[config.mk]
export PLATFORM = sky130hd
export DESIGN_NAME = mem_arbiter
export DESIGN_NICKNAME = d
export VERILOG_FILES = /design/src/rtl/mem_arbiter.sv
export SDC_FILE = /design/constraint.sdc
export NUM_CORES = 1
export LEC_CHECK = 0
export ABC_AREA = 1
export BUFFER_PORTS_ARGS = -buffer_cell sky130_fd_sc_hd__buf_2
export CAP_MARGIN = 20
export CORE_UTILIZATION = 51
export DETAILED_ROUTE_END_ITERATION = 6
export PLACE_DENSITY = 0.78
export SETUP_SLACK_MARGIN = 0.3
export SLEW_MARGIN = 20
export SYNTH_ARGS = -nofsm -noshare
export SYNTH_HDL_FRONTEND = slang
export SYNTH_SLANG_ARGS = --single-unit
[constraint.sdc]
create_clock -name clk -period 4.02 [get_ports clk]
set_input_delay 0 -clock clk [delete_from_list [all_inputs] [get_ports clk]]
set_output_delay 0 -clock clk [all_outputs]
set_load 0.02 [all_outputs]
[src/rtl/mem_arbiter.sv]
// Byte-serial memory arbiter: shares one 8-bit RAM port between the instruction
// fetch unit and the load/store buffer, assembling and extending multi-byte accesses.
module mem_arbiter #(
   parameter int ADDR_WIDTH   = 32,
   parameter int LSB_ID_WIDTH = 3
) (
   input  logic                    clk,
   input  logic                    rst_in,
   input  logic                    rdy_in,
   input  logic                    clear,
   input  logic                    io_buffer_full,
   input  logic [7:0]              mem_din,
   output logic [7:0]              mem_dout,
   output logic [ADDR_WIDTH-1:0]   mem_aout,
   output logic                    mem_rw,
   input  logic                    if_req,
   input  logic [ADDR_WIDTH-1:0]   if_addr,
   output logic                    if_done,
   output logic [31:0]             if_inst,
   input  logic                    lsb_req,
   input  logic                    lsb_we,
   input  logic [ADDR_WIDTH-1:0]   lsb_addr,
   input  logic [31:0]             lsb_wdata,
   input  logic [2:0]              lsb_type,
   input  logic [LSB_ID_WIDTH-1:0] lsb_id,
   output logic                    lsb_done,
   output logic [31:0]             lsb_rdata,
   output logic [LSB_ID_WIDTH-1:0] lsb_id_out,
   output logic                    busy
);
   typedef enum logic [1:0] {IDLE, IFETCH, LOAD, STORE} state_t;

   state_t                  state, state_nx;
   logic [1:0]              cnt, cnt_nx;
   logic                    tail, tail_nx;
   logic                    last_lsb, last_lsb_nx;
   logic                    if_done_q, lsb_done_q, ld_done_q;
   logic                    if_done_nx, lsb_done_nx, ld_done_nx;
   logic                    cap_vld;
   logic [1:0]              cap_idx;
   logic [ADDR_WIDTH-1:0]   base;
   logic [31:0]             wdata, rbuf;
   logic [2:0]              ltype;
   logic [LSB_ID_WIDTH-1:0] id;
   logic                    grant, grant_lsb, active, stall, read_cyc;
   logic [1:0]              last_idx;

   function automatic logic [1:0] last_byte(input logic [1:0] t);
      case (t)
         2'b00:   return 2'd0;
         2'b01:   return 2'd1;
         default: return 2'd3;
      endcase
   endfunction

   function automatic logic [31:0] extend(input logic [2:0] t, input logic [31:0] d);
      case (t)
         3'b000:  return {{24{d[7]}}, d[7:0]};
         3'b001:  return {{16{d[15]}}, d[15:0]};
         3'b100:  return {24'h000000, d[7:0]};
         3'b101:  return {16'h0000, d[15:0]};
         default: return d;
      endcase
   endfunction

   // The tail cycle of a read carries no address; it only waits for the last byte.
   assign last_idx  = (state == IFETCH) ? 2'd3 : last_byte(ltype[1:0]);
   assign stall     = (state == STORE) && (base[17:16] == 2'b11) && io_buffer_full;
   assign active    = rdy_in && (state != IDLE) && !tail && !stall;
   assign read_cyc  = active && (state != STORE);
   assign grant     = rdy_in && (state == IDLE) && !clear && (lsb_req || if_req);
   assign grant_lsb = lsb_req && !(last_lsb && if_req);

   assign mem_aout   = active ? base + ADDR_WIDTH'(cnt) : '0;
   assign mem_rw     = active && (state == STORE);
   assign mem_dout   = mem_rw ? wdata[{cnt, 3'b000} +: 8] : 8'h00;
   assign busy       = (state != IDLE);
   assign if_done    = if_done_q;
   assign if_inst    = if_done_q ? rbuf : 32'h0;
   assign lsb_done   = lsb_done_q;
   assign lsb_rdata  = ld_done_q ? extend(ltype, rbuf) : 32'h0;
   assign lsb_id_out = ld_done_q ? id : '0;

   always_comb begin
      state_nx    = state;
      cnt_nx      = cnt;
      tail_nx     = tail;
      last_lsb_nx = last_lsb;
      if_done_nx  = 1'b0;
      lsb_done_nx = 1'b0;
      ld_done_nx  = 1'b0;
      case (state)
         IDLE: begin
            if (grant) begin
               state_nx    = grant_lsb ? (lsb_we ? STORE : LOAD) : IFETCH;
               last_lsb_nx = grant_lsb;
               cnt_nx      = 2'd0;
               tail_nx     = 1'b0;
            end
         end
         IFETCH, LOAD: begin
            if (clear) begin
               state_nx = IDLE;
               cnt_nx   = 2'd0;
               tail_nx  = 1'b0;
            end else if (tail) begin
               state_nx    = IDLE;
               cnt_nx      = 2'd0;
               tail_nx     = 1'b0;
               if_done_nx  = (state == IFETCH);
               lsb_done_nx = (state == LOAD);
               ld_done_nx  = (state == LOAD);
            end else if (cnt == last_idx) begin
               tail_nx = 1'b1;
            end else begin
               cnt_nx = cnt + 2'd1;
            end
         end
         STORE: begin
            if (!stall) begin
               if (cnt == last_idx) begin
                  state_nx    = IDLE;
                  cnt_nx      = 2'd0;
                  lsb_done_nx = 1'b1;
               end else begin
                  cnt_nx = cnt + 2'd1;
               end
            end
         end
         default: state_nx = IDLE;
      endcase
   end

   // A pending byte capture drains even while frozen so no RAM data is lost.
   always_ff @(posedge clk or posedge rst_in) begin
      if (rst_in) begin
         state      <= IDLE;
         cnt        <= 2'd0;
         tail       <= 1'b0;
         last_lsb   <= 1'b0;
         if_done_q  <= 1'b0;
         lsb_done_q <= 1'b0;
         ld_done_q  <= 1'b0;
         cap_vld    <= 1'b0;
         cap_idx    <= 2'd0;
      end else begin
         cap_vld <= read_cyc;
         cap_idx <= cnt;
         if (rdy_in) begin
            state      <= state_nx;
            cnt        <= cnt_nx;
            tail       <= tail_nx;
            last_lsb   <= last_lsb_nx;
            if_done_q  <= if_done_nx;
            lsb_done_q <= lsb_done_nx;
            ld_done_q  <= ld_done_nx;
         end
      end
   end

   always_ff @(posedge clk) begin
      if (cap_vld) rbuf[{cap_idx, 3'b000} +: 8] <= mem_din;
      if (grant) begin
         base <= grant_lsb ? lsb_addr : if_addr;
         if (grant_lsb) begin
            wdata <= lsb_wdata;
            ltype <= lsb_type;
            id    <= lsb_id;
         end
      end
   end
endmodule

==> metrics <==
status completed; initial antenna violation count 1; Starting DRT DRC Count 472; CTS tree done; Post CTS Setup Buffer Count 0; DRT antenna net count 0; clock root buffer clkbuf_16; Max stage delay on crit path 0.50 ns; Ports 229; Tmin final 2.96 ns; IO buf count between 200 and 250; Synth Instances between 700 and 800; VDD IR-drop max 352 uV; Synth-to-Final Area Change 45.2%; Tightest Pin Transition 1.03 ns; RSZ-0062 raised after global routing no; setup slack after layout 1.06 ns; Reg area 0.00336 mm2; EDFF count, synth 102; utilization after layout 0.773; chip width 115 um; Core Footprint 0.0122 mm2; cell area after layout 0.00944 mm2; most frequent cells in the layout buf_2 (228), nand2_1 (194), nor2_1 (137); Top FF cell, synth edfxtp_1; cell area after synthesis about 0.0065 mm2; Post-Syn Nets about 900; final cell count without fillers around 1.3k; final net count 1235; clock transition at the registers of the reported paths about 0.050 ns; WHS 0.0235 ns; worst reg2reg path depth 6; Vias 6448; crit path cell chain inv_1, ha_1, inv_2, nand2_2, nor2_1, nand2_1, inv_2, o21ai_0, a21oi_1, buf_2; pwr dens approximately 440 mW/mm2; FF-to-FF Start state[1]$_DFFE_PP0P_; cell mode on critical path inv_2; Worst setup SP type register; min-delay src lsb_we; fin. max-slew vios 0; Post-Syn Area per Cell between 8 and 9 um2; vias in the first global route 6341; DP Wirelength roughly 12 mm; # diodes 0; # rows 40; iteration count of the initial detailed-routing pass 6; Relative slew margins 0.311; WP data required 4.02 ns; detailed-route DRC error count 0; Hold Vio Cnt, Final 0; Bufs on Longest Clock Path 2; Routability Congestion 0.925; placed cells roughly 1.1k; Tot GR Track Use 0.299; register area share after synthesis 0.517; yosys warns 0; CTS buffer count 17; Hold Path End state[0]$_DFFE_PP0P_; CP Class register to output pin; starting density of the core 0.533; HP Class input pin to register; maximum operating frequency approximately 0.34 GHz; setup violators final 0; die area 0.0132 mm2; Multi-input gate area between 0.002 and 0.003 mm2; Hold Path Cell Cnt 5; clk_lat worst skew 0.42 ns; Yosys reg bits 114; Leakage Power 4.75 nW; via/cell ratio 5.02; Max stage delay cell, worst path nand2_1; async set-or-reset flop fraction in the synthesized netlist 0.105; Die Ht approximately 110 um; largest net degree at the start of global routing 39; Max H-tree Level 4; share of cells above drive strength 1 0.289; Remaining Overflow, GRT 0; WL/cell 14.9 um; setup TNS 0 ns; total power 4.16 mW; Crit Reg-Reg Endpoint wdata[17]$_DFFE_PP_; Worst Setup End Kind output pin; Post-DP Area 0.00778 mm2; Tcrit/Tclk final 0.735; CP max FO 22; fill cell count 825; commonest non-fill, non-tap cell in the layout buf_2; global-route wire length before repair 29.8 mm; Max Cap Viol 0; Distinct cells, synth 36; Sink Count 114; Final Skew around 0.015 ns; flop-to-flop setup slack 1.74 ns; Placement Setup Slack around 1.6 ns; final wirelength 19.2 mm; worst path arrival time 2.96 ns
==> power by group <==
| group | total [mW] | switching [mW] | internal (mW) |
|---|---|---|---|
| registers | 1.57 | 0.116 | 1.46 |
| logic | 1.23 | 0.769 | 0.458 |
| clock network | 1.36 | 0.523 | 0.833 |
| total | 4.16 | 1.41 | 2.75 |
==> area by class of cell <==
type / instances / area share
multi-input cells: 515 / 0.278
flip-flops and latches: 114 / 0.356
inverters: 112 / 0.0445
repair buffers: 345 / 0.244
clock buffers: 19 / 0.0458
well taps: 168 / 0.0223
clock inverters: 11 / 0.00967
==> routing by layer <==
metal / vias up / GRT usage / wire length (um)
met5: - / 0 / 11
li1: 3135 / - / -
met1: 2927 / 0.341 / 7590
met2: 318 / 0.527 / 9540
met3: 66 / 0.0585 / 1240
met4: 2 / 0.171 / 784
==> how the worst max path moves through the flow <==
stage,startpoint,to,cells past startpoint
CTS,state[0]$_DFFE_PP0P_,mem_aout[5],10
global route,state[1]$_DFFE_PP0P_,mem_aout[5],10
global placement,state[0]$_DFFE_PP0P_,mem_aout[14],10
finish,state[0]$_DFFE_PP0P_,mem_aout[14],10
detailed placement,state[0]$_DFFE_PP0P_,mem_aout[5],10
floorplan,state[0]$_DFFE_PP0P_,id[0]$_DFFE_PP_,6
==> flip-flops by register name, summed over array words and instances, names as in the netlist <==
register / flops
base: 32
cap_idx: 2
ld_done_q: 1
wdata: 32
lsb_done: 1
ltype: 3
last_lsb: 1
cap_vld: 1
cnt: 2
state: 2
tail: 1
if_done: 1
id: 3
rbuf: 32
==> what timing repair did <==
| item | CTS | global route |
|---|---|---|
| setup endpoints to repair | 0 | 0 |
| hold buffers | 114 | 0 |
| resized for setup | 0 | 0 |
| endpoints found under the hold margin | 98 | 0 |
==> cells in the mapped netlist (all sizes together), types with 11 or more instances <==
library cell | count | area (um2)
nor2 | 150 | 622
dfrtp | 12 | 300
nand3 | 24 | 125
mux2 | 32 | 360
edfxtp | 102 | 3060
nor3 | 19 | 100
clkbuf | 12 | 45.0
o21ai | 32 | 164
nand2 | 203 | 800
inv | 112 | 420
a21oi | 20 | 115
ha | 11 | 138
==> worst max-delay path, delay by kind of cell (launching register included) <==
kind	cells	cell delay [ns]
flops	1	0.39
buf+inv	4	0.81
fa+ha+maj	1	0.27
simple gates	3	0.72
compound gates	2	0.35
==> kinds of logic (layout without fill, tap and decap cells) <==
kind of cell    Yosys count  after routing  synth area share
fa+ha+maj                12             12            0.0242
flops                   114            114             0.517
mux                      32             32            0.0554
simple gates            403            403             0.261
compound gates           63             63            0.0544
buf+inv                 133            487            0.0812
xor+xnor                  5              5           0.00673
Power figures use the tool's default switching activity.
